**src/rtl/finger_dance_core_pkg.sv**
```systemverilog
// Shared definitions for the finger-dance game engine: state codes,
// LFSR tap mask and default seed.
package finger_dance_core_pkg;

    typedef enum logic [2:0] {
        ST_IDLE = 3'd0,
        ST_GAP  = 3'd1,
        ST_WAIT = 3'd2,
        ST_OVER = 3'd3
    } state_e;

    // Fibonacci taps 16,14,13,11 expressed as bit positions 15,13,12,10
    localparam logic [15:0] LFSR_TAPS         = 16'hB400;
    localparam logic [15:0] LFSR_SEED_DEFAULT = 16'hACE1;

    function automatic logic [15:0] lfsr_next(input logic [15:0] s);
        return {s[14:0], ^(s & LFSR_TAPS)};
    endfunction

endpackage

```
**src/rtl/finger_dance_lfsr.sv**
```systemverilog
// Free-running 16-bit Fibonacci LFSR; exposes the raw register state.
module finger_dance_lfsr
    import finger_dance_core_pkg::*;
#(
    parameter logic [15:0] SEED = LFSR_SEED_DEFAULT
) (
    input  logic        clk,
    input  logic        reset,
    output logic [15:0] state_o
);

    logic [15:0] lfsr_q;
    logic [15:0] lfsr_d;

    always_comb begin
        lfsr_d = lfsr_next(lfsr_q);
    end

    always_ff @(posedge clk) begin
        if (reset) begin
            lfsr_q <= SEED;
        end else begin
            lfsr_q <= lfsr_d;
        end
    end

    assign state_o = lfsr_q;

endmodule

```
**src/rtl/finger_dance_core.sv**
```systemverilog
// Finger-dance game engine: random target lanes, response-window timing,
// hit/miss scoring, level-based speed-up and game-over after a miss limit.
module finger_dance_core
    import finger_dance_core_pkg::*;
#(
    parameter int          NUM_LANES   = 4,
    parameter int          LANE_W      = 4,
    parameter int          SCORE_W     = 8,
    parameter int          WINDOW_INIT = 25_000_000,
    parameter int          WINDOW_STEP = 2_500_000,
    parameter int          WINDOW_MIN  = 5_000_000,
    parameter int          GAP_CYCLES  = 5_000_000,
    parameter int          LEVEL_HITS  = 8,
    parameter int          MAX_MISSES  = 3,
    parameter logic [15:0] SEED        = LFSR_SEED_DEFAULT
) (
    input  logic               clk,
    input  logic               reset,
    input  logic               start,
    input  logic               key_valid,
    input  logic [LANE_W-1:0]  key_code,
    output logic               target_valid,
    output logic [LANE_W-1:0]  target_lane,
    output logic               hit_pulse,
    output logic               miss_pulse,
    output logic [SCORE_W-1:0] score,
    output logic [3:0]         misses,
    output logic [3:0]         level,
    output logic               game_over,
    output logic [2:0]         state
);

    localparam logic [31:0]       WIN_INIT   = 32'(WINDOW_INIT);
    localparam logic [31:0]       WIN_STEP   = 32'(WINDOW_STEP);
    localparam logic [31:0]       WIN_MIN    = 32'(WINDOW_MIN);
    localparam logic [32:0]       STEP_THR   = 33'(WINDOW_MIN) + 33'(WINDOW_STEP);
    localparam logic [31:0]       GAP_LOAD   = 32'(GAP_CYCLES - 1);
    localparam logic [31:0]       LANES32    = 32'(NUM_LANES);
    localparam logic [LANE_W:0]   LANE_LIMIT = (LANE_W + 1)'(NUM_LANES);
    localparam logic [LANE_W-1:0] LAST_LANE  = LANE_W'(NUM_LANES - 1);
    localparam int                HL_W       = (LEVEL_HITS > 1) ? $clog2(LEVEL_HITS) : 1;
    localparam logic [HL_W-1:0]   HL_LAST    = HL_W'(LEVEL_HITS - 1);
    localparam logic [3:0]        MISS_LIMIT = 4'(MAX_MISSES);

    state_e             state_q, state_d;
    logic [31:0]        cnt_q, cnt_d;
    logic [31:0]        window_q, window_d;
    logic [SCORE_W-1:0] score_q, score_d;
    logic [3:0]         misses_q, misses_d;
    logic [3:0]         level_q, level_d;
    logic [HL_W-1:0]    hits_q, hits_d;
    logic               target_valid_q, target_valid_d;
    logic [LANE_W-1:0]  target_lane_q, target_lane_d;
    logic               hit_q, hit_d;
    logic               miss_q, miss_d;

    logic [15:0]        lfsr_state;
    logic               unused_lfsr_hi;
    logic [LANE_W-1:0]  cand_lane;
    logic [LANE_W-1:0]  next_lane;
    logic               key_ok;

    finger_dance_lfsr #(
        .SEED(SEED)
    ) u_lfsr (
        .clk    (clk),
        .reset  (reset),
        .state_o(lfsr_state)
    );

    assign unused_lfsr_hi = ^lfsr_state[15:8];

    // target_lane_q doubles as the previous target for the anti-repeat rule
    always_comb begin
        cand_lane = LANE_W'({24'd0, lfsr_state[7:0]} % LANES32);
        next_lane = cand_lane;
        if (cand_lane == target_lane_q) begin
            next_lane = (cand_lane == LAST_LANE) ? '0 : cand_lane + LANE_W'(1);
        end
    end

    assign key_ok = key_valid && ({1'b0, key_code} < LANE_LIMIT);

    always_comb begin
        state_d        = state_q;
        cnt_d          = cnt_q;
        window_d       = window_q;
        score_d        = score_q;
        misses_d       = misses_q;
        level_d        = level_q;
        hits_d         = hits_q;
        target_valid_d = target_valid_q;
        target_lane_d  = target_lane_q;
        hit_d          = 1'b0;
        miss_d         = 1'b0;

        case (state_q)
            ST_IDLE, ST_OVER: begin
                if (start) begin
                    score_d        = '0;
                    misses_d       = '0;
                    level_d        = '0;
                    hits_d         = '0;
                    window_d       = WIN_INIT;
                    target_lane_d  = '0;
                    target_valid_d = 1'b0;
                    cnt_d          = GAP_LOAD;
                    state_d        = ST_GAP;
                end
            end

            ST_GAP: begin
                if (cnt_q == '0) begin
                    target_lane_d  = next_lane;
                    target_valid_d = 1'b1;
                    cnt_d          = window_q - 32'd1;
                    state_d        = ST_WAIT;
                end else begin
                    cnt_d = cnt_q - 32'd1;
                end
            end

            ST_WAIT: begin
                // a valid key wins over a same-cycle timer expiry
                if (key_ok) begin
                    if (key_code == target_lane_q) begin
                        hit_d = 1'b1;
                    end else begin
                        miss_d = 1'b1;
                    end
                end else if (cnt_q == '0) begin
                    miss_d = 1'b1;
                end else begin
                    cnt_d = cnt_q - 32'd1;
                end

                if (hit_d) begin
                    if (score_q != '1) begin
                        score_d = score_q + SCORE_W'(1);
                    end
                    if (hits_q == HL_LAST) begin
                        hits_d = '0;
                        if (level_q != 4'hF) begin
                            level_d = level_q + 4'd1;
                        end
                        window_d = ({1'b0, window_q} >= STEP_THR) ? window_q - WIN_STEP : WIN_MIN;
                    end else begin
                        hits_d = hits_q + HL_W'(1);
                    end
                end

                if (miss_d) begin
                    misses_d = misses_q + 4'd1;
                end

                if (hit_d || miss_d) begin
                    target_valid_d = 1'b0;
                    cnt_d          = GAP_LOAD;
                    state_d        = (miss_d && (misses_d == MISS_LIMIT)) ? ST_OVER : ST_GAP;
                end
            end

            default: begin
                state_d = ST_IDLE;
            end
        endcase
    end

    always_ff @(posedge clk) begin
        if (reset) begin
            state_q        <= ST_IDLE;
            cnt_q          <= '0;
            window_q       <= WIN_INIT;
            score_q        <= '0;
            misses_q       <= '0;
            level_q        <= '0;
            hits_q         <= '0;
            target_valid_q <= 1'b0;
            target_lane_q  <= '0;
            hit_q          <= 1'b0;
            miss_q         <= 1'b0;
        end else begin
            state_q        <= state_d;
            cnt_q          <= cnt_d;
            window_q       <= window_d;
            score_q        <= score_d;
            misses_q       <= misses_d;
            level_q        <= level_d;
            hits_q         <= hits_d;
            target_valid_q <= target_valid_d;
            target_lane_q  <= target_lane_d;
            hit_q          <= hit_d;
            miss_q         <= miss_d;
        end
    end

    assign target_valid = target_valid_q;
    assign target_lane  = target_lane_q;
    assign hit_pulse    = hit_q;
    assign miss_pulse   = miss_q;
    assign score        = score_q;
    assign misses       = misses_q;
    assign level        = level_q;
    assign game_over    = (state_q == ST_OVER);
    assign state        = state_q;

endmodule
```
**config.mk**
```make
export PLATFORM = sky130hd
export DESIGN_NAME = finger_dance_core
export DESIGN_NICKNAME = d
export VERILOG_FILES = /design/src/rtl/finger_dance_core_pkg.sv /design/src/rtl/finger_dance_lfsr.sv /design/src/rtl/finger_dance_core.sv
export SDC_FILE = /design/constraint.sdc
export NUM_CORES = 1
export LEC_CHECK = 0
export ABC_CLOCK_PERIOD_IN_PS = 3100
export CORE_ASPECT_RATIO = 1.25
export CORE_MARGIN = 8
export CORE_UTILIZATION = 60
export CTS_CLUSTER_DIAMETER = 50
export DETAILED_ROUTE_END_ITERATION = 6
export GPL_ROUTABILITY_DRIVEN = 0
export MAX_ROUTING_LAYER = met4
export PLACE_DENSITY_LB_ADDON = 0.25
export SLEW_MARGIN = 0
export SYNTH_ARGS = -nofsm -noshare
export SYNTH_HDL_FRONTEND = slang
export SYNTH_SLANG_ARGS = --single-unit
```
**constraint.sdc**
```tcl
create_clock -name clk -period 3.1 [get_ports clk]
set_clock_uncertainty 0.15 [all_clocks]
set_input_delay 0.62 -clock clk [delete_from_list [all_inputs] [get_ports clk]]
set_output_delay 0.62 -clock clk [all_outputs]
set_load 0.005 [all_outputs]
```
After elaboration in Yosys (flattened, before gate mapping)
Cells that the tools add are included.
{"block": "word_totals", "register_bits": 109, "output_inout_bits": 27, "word_cells": 109}
{"block": "op_classes", "add_sub_neg": 8, "n_lt_le_gt_ge": 2, "eq_ne": 19, "mux": 47, "bitwise_logic": 1, "n_reduce_logical": 20}
{"op": "2-to-1 mux 32 bit", "count": 9}
{"op": "case mux 32 bit (3 select lines)", "count": 1}
{"op": "case mux 32 bit (2 select lines)", "count": 1}
{"op": "subtractor 32 x 1 -> 32 bit (second input constant)", "count": 2}
{"op": ">= comparator 32 x 23 -> 1 bit (second input constant)", "count": 1}
{"op": "logical NOT 32 bit", "count": 1}
{"op": "subtractor 32 x 22 -> 32 bit (second input constant)", "count": 1}
{"op": "2-to-1 mux 4 bit", "count": 7}
{"op": "2-to-1 mux 3 bit", "count": 8}
{"op": "2-to-1 mux 8 bit", "count": 3}
{"op": "case mux 4 bit (2 select lines)", "count": 3}
{"op": "case mux 8 bit (2 select lines)", "count": 1}
{"op": "AND reduction 4 bit", "count": 4}
{"op": "parity 16 bit", "count": 1}
{"op": "inequality test 2 bit (second input constant)", "count": 7}
{"op": "2-to-1 mux 1 bit", "count": 10}
{"op": "case mux 3 bit (3 select lines)", "count": 1}
{"op": "AND reduction 3 bit", "count": 3}
{"op": "adder 4 x 1 -> 4 bit (second input constant)", "count": 2}
{"op": "adder 8 x 1 -> 8 bit (second input constant)", "count": 1}
{"op": "inequality test 8 bit (second input constant)", "count": 1}
{"op": "== test 3 x 2 -> 1 bit (second input constant)", "count": 2}
{"op": "inequality test 3 bit (second input constant)", "count": 2}
{"op": "case mux 3 bit (2 select lines)", "count": 1}
{"op": "21 further kinds", "count": 24}

Logic depth before layout (Yosys ltp)
{"block": "logic_depth", "ltp_word": 11, "mapped_depth": 10, "mapped_depth_nobuf": 8}

Modules after synthesis
From an unflattened synthesis, not the netlist that was laid out.
{"block": "hier_totals", "hier_cells": 768, "hier_area_um2": 6098.3}
{"mod": "finger_dance_core", "n_inst": 1, "cells_per_inst": 717, "area_per_inst_um2": 5531.6, "seq_area_each_um2": 1701.6}
{"mod": "finger_dance_lfsr", "n_inst": 1, "cells_per_inst": 51, "area_per_inst_um2": 566.8, "seq_area_each_um2": 320.3}

Least setup slack after synthesis
Ideal clock, no wire load.
{"block": "synth_timing", "path_kind": "input to register", "startpoint": "input port key_code[2]", "endpoint": "register window_q[15]", "t_arrival_ns": 2.468, "path_slack_ns": 0.355, "path_stages": 7, "path_buffers": 2, "cell_sequence": "or3b_1 or3_1 clkbuf_1 o21a_1 o21bai_1 clkbuf_1 nor2_1"}
{"block": "synth_via", "elab_chain_cells": 6, "elab_cells_between_ends": 8, "cone_classes": "1 x order compare; 2 x eq/ne; 3 x mux; 2 x reduce/logical"}
{"element": "start: declaration", "line": "finger_dance_core.sv:21", "source": "input logic [LANE_W-1:0] key_code,"}
{"element": "less-than comparator 4 x 3 -> 1 bit or == test 4 bit (tied branches)", "line": "finger_dance_core.sv:82, finger_dance_core.sv:126"}
{"element": "logical AND 1 bit or 2-to-1 mux 1 bit (tied branches)", "line": "finger_dance_core.sv:82, finger_dance_core.sv:126"}
{"element": "2-to-1 mux 1 bit *", "line": "finger_dance_core.sv:125", "source": "if (key_ok) begin"}
{"element": "2-to-1 mux 1 bit *", "line": "finger_dance_core.sv:97", "source": "case (state_q)"}
{"element": "inequality test 2 bit (no line) *"}
{"element": "AND reduction 4 bit (no line) *"}
{"element": "end signal: assignment", "line": "finger_dance_core.sv:185", "source": "window_q <= window_d;"}
{"element": "end: declaration", "line": "finger_dance_core.sv:47", "source": "logic [31:0] window_q, window_d;"}
Every way passes the cells marked *; elsewhere a longest branch is shown, timed or not. The select of a mux whose other input is x is not followed.
A chain may end at the register's enable or synchronous reset.

Final worst setup path
{"block": "layout_timing", "startpoint": "register cnt_q[7]", "endpoint": "register misses_q[0], in the netlist misses[0]"}
{"block": "layout_via", "elab_chain_cells": 7}
{"element": "start: declaration", "line": "finger_dance_core.sv:46", "source": "logic [31:0] cnt_q, cnt_d;"}
{"element": "start signal: assignment", "line": "finger_dance_core.sv:184", "source": "cnt_q <= cnt_d;"}
{"element": "logical NOT 32 bit", "line": "finger_dance_core.sv:131", "source": "end else if (cnt_q == '0) begin"}
{"element": "2-to-1 mux 1 bit", "line": "finger_dance_core.sv:131"}
{"element": "2-to-1 mux 1 bit", "line": "finger_dance_core.sv:125"}
{"element": "2-to-1 mux 1 bit", "line": "finger_dance_core.sv:97"}
{"element": "2-to-1 mux 4 bit", "line": "finger_dance_core.sv:152", "source": "if (miss_d) begin"}
{"element": "2-to-1 mux 4 bit", "line": "finger_dance_core.sv:97"}
{"element": "case mux 4 bit (2 select lines)", "line": "finger_dance_core.sv:97"}
{"element": "end signal: assignment", "line": "finger_dance_core.sv:187", "source": "misses_q <= misses_d;"}
{"element": "end: declaration", "line": "finger_dance_core.sv:49", "source": "logic [3:0] misses_q, misses_d;"}
Every way passes these cells. The select of a mux whose other input is x is not followed.

==> flow_summary.json <==
{
  "worstSkewPairLatency_ps": 350,
  "detail_route_antenna_nets": 0,
  "worst_setup_path_end_kind": "flop",
  "clk_path_buf_depth": 2,
  "seq_area_um2": 2022,
  "initial_utilization": 0.6167,
  "die-area_um2": 13330,
  "drive_gt1_frac": 0.1101,
  "final_net_count": 797,
  "power.ir.vdd_worst_uv": 444.8,
  "cp_slowest_stage_delay_ps": 620,
  "cts_buffers": 9,
  "synth_seq_cells": 101,
  "cts_tree": "yes",
  "synth-warning-count": 0,
  "cts.repair_timing.setup_buffer_count": 0,
  "criticalPathCategory": "reg2reg",
  "route.detailed.drc": 0,
  "finalMaxSlewViolations": 0,
  "utilization_after_layout": 0.7066,
  "antenna-diode-count": 0,
  "placement_rows": 40,
  "synth_async_sr_flop_share": 0,
  "finalInstanceArea_um2": 6790,
  "grt_overflow": 0,
  "final-setup-viol-count": 0,
  "run_status": "finished, final reports clean",
  "min_period_ps": 2852,
  "critical_path.n_buffers_inverters": 0,
  "path_max_fanout": 9,
  "via_count": 5841,
  "detail_route.vias_per_cell": 6.440,
  "drt-pass1-iter-count": 5,
  "seq_area_frac_synth": 0.3412,
  "hold_path_class": "reg2reg",
  "synthesized_area_divided_by_synthesized_cell_count_um2": 8.008,
  "cp_cell_sequence": "or4_1 > nor2_1 > nand4_2 > o21ai_0 > a21oi_1 > a211oi_1",
  "groute.usage.overall": 0.2514,
  "dp_slack_ps": -74.47,
  "cts.root.buffer_cell": "clkbuf_16",
  "routed_wl_mm": 16.47,
  "drv.max_cap_violation_count": 0,
  "timing_worst_slew_pin_value_ps": 695.7,
  "cts_hold_buf": 0,
  "maxClockFrequency_ghz": 0.3506,
  "multiInputGateArea_um2": 3669,
  "drt_iter0_drcs": 396,
  "htree_levels": 3,
  "drt-wirelength-per-cell_um": 18.15,
  "cpLargestDelayFamily": "simple AND/OR/NAND/NOR gates",
  "die_y_extent_um": 127.1,
  "cts.repair.resized": 0,
  "final_min_period_over_clock_period": 0.9201,
  "clock-sinks": 101,
  "static-leakage-power_nw": 2.522,
  "synthCells": 740,
  "design.core.area_um2": 9609,
  "dp_hpwl_mm": 11.90,
  "critPathLaunchType": "flop",
  "cellPowerDensity_nw_per_um2": 903.7,
  "antenna_found_initial": 0,
  "postPlaceCellArea_um2": 6495,
  "cp.required_ps": 3210,
  "critical_path_arrival_ps": 2970,
  "synthDistinctLibCells": 71,
  "critical-path-slowest-cell": "or4_1",
  "global_route_wire_length_before_repair_mm": 27.13,
  "grt_setup_unrepaired": "no",
  "final_hold_viol_count": 0,
  "layout_overhead_on_the_synthesized_area_pct": 14.59,
  "first_global_vias": 5793,
  "syn_area_um2": 5926,
  "final.fill_count": 772,
  "pin_count": 35,
  "clkTransAtPathRegs_ps": 70,
  "yosys_most_used_dff": "dfxtp_1",
  "largest_net_degree_at_the_start_of_global_routing": 47,
  "fin_ws_ps": 247.6,
  "synth_edf_count": 0,
  "fp.dieW_um": 104.9,
  "slew_headroom": 0.5319,
  "port_buffer_count": 31
}
## cells in the final DEF (no fill, tap or decap), types with 9 or more instances in the layout
cell type	count
nand2b_1	21
o21ai_0	38
nand3_1	18
clkbuf_16	9
nor4_1	21
ha_1	13
buf_4	39
dfxtp_1	101
nor2b_1	14
inv_1	13
xor2_1	34
clkdlybuf4s50_1	30
or3_1	11
a221oi_1	9
a21oi_1	49
nand2_1	47
or4_1	11
nor3_1	45
or2_2	11
xnor2_1	33
nor2_1	75
## sequential cells by signal (all words and copies together) (netlist names), 2 cells and up
signal and cells:
score 8, u_lfsr.state_o 16, state 2, window_q 27, level 4, misses 4
hits_q 3, target_lane 2, cnt_q 32
## worst paths after layout
| path | end | slack [ps] | start | depth (start not counted) |
|---|---|---|---|---|
| worst min register to register | u_lfsr.state_o[15] | 260 | u_lfsr.state_o[14] | 1 |
| worst max register to register | misses[0] | 250 | cnt_q[7] | 6 |
| worst max-delay path | misses[0] | 250 | cnt_q[7] | 6 |
| worst min-delay path | u_lfsr.state_o[15] | 260 | u_lfsr.state_o[14] | 1 |
## through the flow
| step | cells | power, mW | hold slack (ps) | TNS (ps) |
|---|---|---|---|---|
| 4_1_cts | 907 | 6.083 | 265.7 | 0 |
| 6_report | 907 | 6.136 | 263.9 | 0 |
| 3_3_place_gp | 891 | 4.859 | 245.0 | 0 |
| 3_5_place_dp | 891 | 4.951 | 248.4 | -378.9 |
| 5_1_grt | 907 | 6.508 | 275.4 | 0 |
| 2_1_floorplan | 742 | 3.948 | 239.5 | 0 |
## synth_stat cells (all sizes together) (4+ instances only)
master	n	area, µm²
or4	12	93.84
xnor2	33	289.0
nor4	22	152.7
or3b	4	35.04
o221ai	4	35.03
o21a	5	37.54
o31ai	7	52.55
clkbuf	41	153.9
nor2	75	281.5
and3	7	45.05
o21ai	40	203.9
nor3b	4	30.03
o221a	4	45.04
a21o	8	61.31
nand2	47	176.4
a211oi	7	52.55
a211o	4	35.03
inv	13	48.80
ha	13	162.7
nand2b	21	131.4
dfxtp	101	2022
o22ai	4	25.02
or3	12	80.08
o211ai	5	37.54
nand3	18	90.09
nand4	8	56.30
xor2	34	297.8
nor2b	14	87.58
a221oi	9	78.83
a31oi	6	37.54
a22oi	5	37.54
nor3	45	225.2
or2	11	68.82
a21oi	49	245.2
buf	6	40.04
## cells by family after synthesis
family          share of synthesized area
buf+inv                           0.04096
mux                              0.006968
other cells                     0.0006328
flops                              0.3412
fa+ha+maj                         0.02745
compound gates                     0.1987
simple gates                       0.2851
xor+xnor                          0.09903
## layer usage
layer  global-route usage  wire length (µm)
met2               0.4220              8024
met3              0.04024              1010
met5                    -                 0
met4               0.1608               871
met1               0.2729              6559
## final cells by class
class | count | area share
inverter | 13 | 0.007186
timing repair buffer | 70 | 0.08808
tap | 126 | 0.02322
clock inverter | 6 | 0.008292
multi-input combinational | 581 | 0.5403
clock buffer | 10 | 0.03519
sequential | 101 | 0.2978
## worst register-to-register path: stages (launching register included)
cell,delay (ps)
dfxtp_1,370
or4_1,620
nor2_1,330
nand4_2,320
o21ai_0,600
a21oi_1,150
a211oi_1,230
## power by group
| group | total, mW | switching, mW | internal [mW] |
|---|---|---|---|
| registers | 1.86 | 0.333 | 1.53 |
| logic | 3.17 | 1.90 | 1.27 |
| clock network | 1.10 | 0.523 | 0.581 |
No activity file was read; power rests on OpenSTA's default activity.
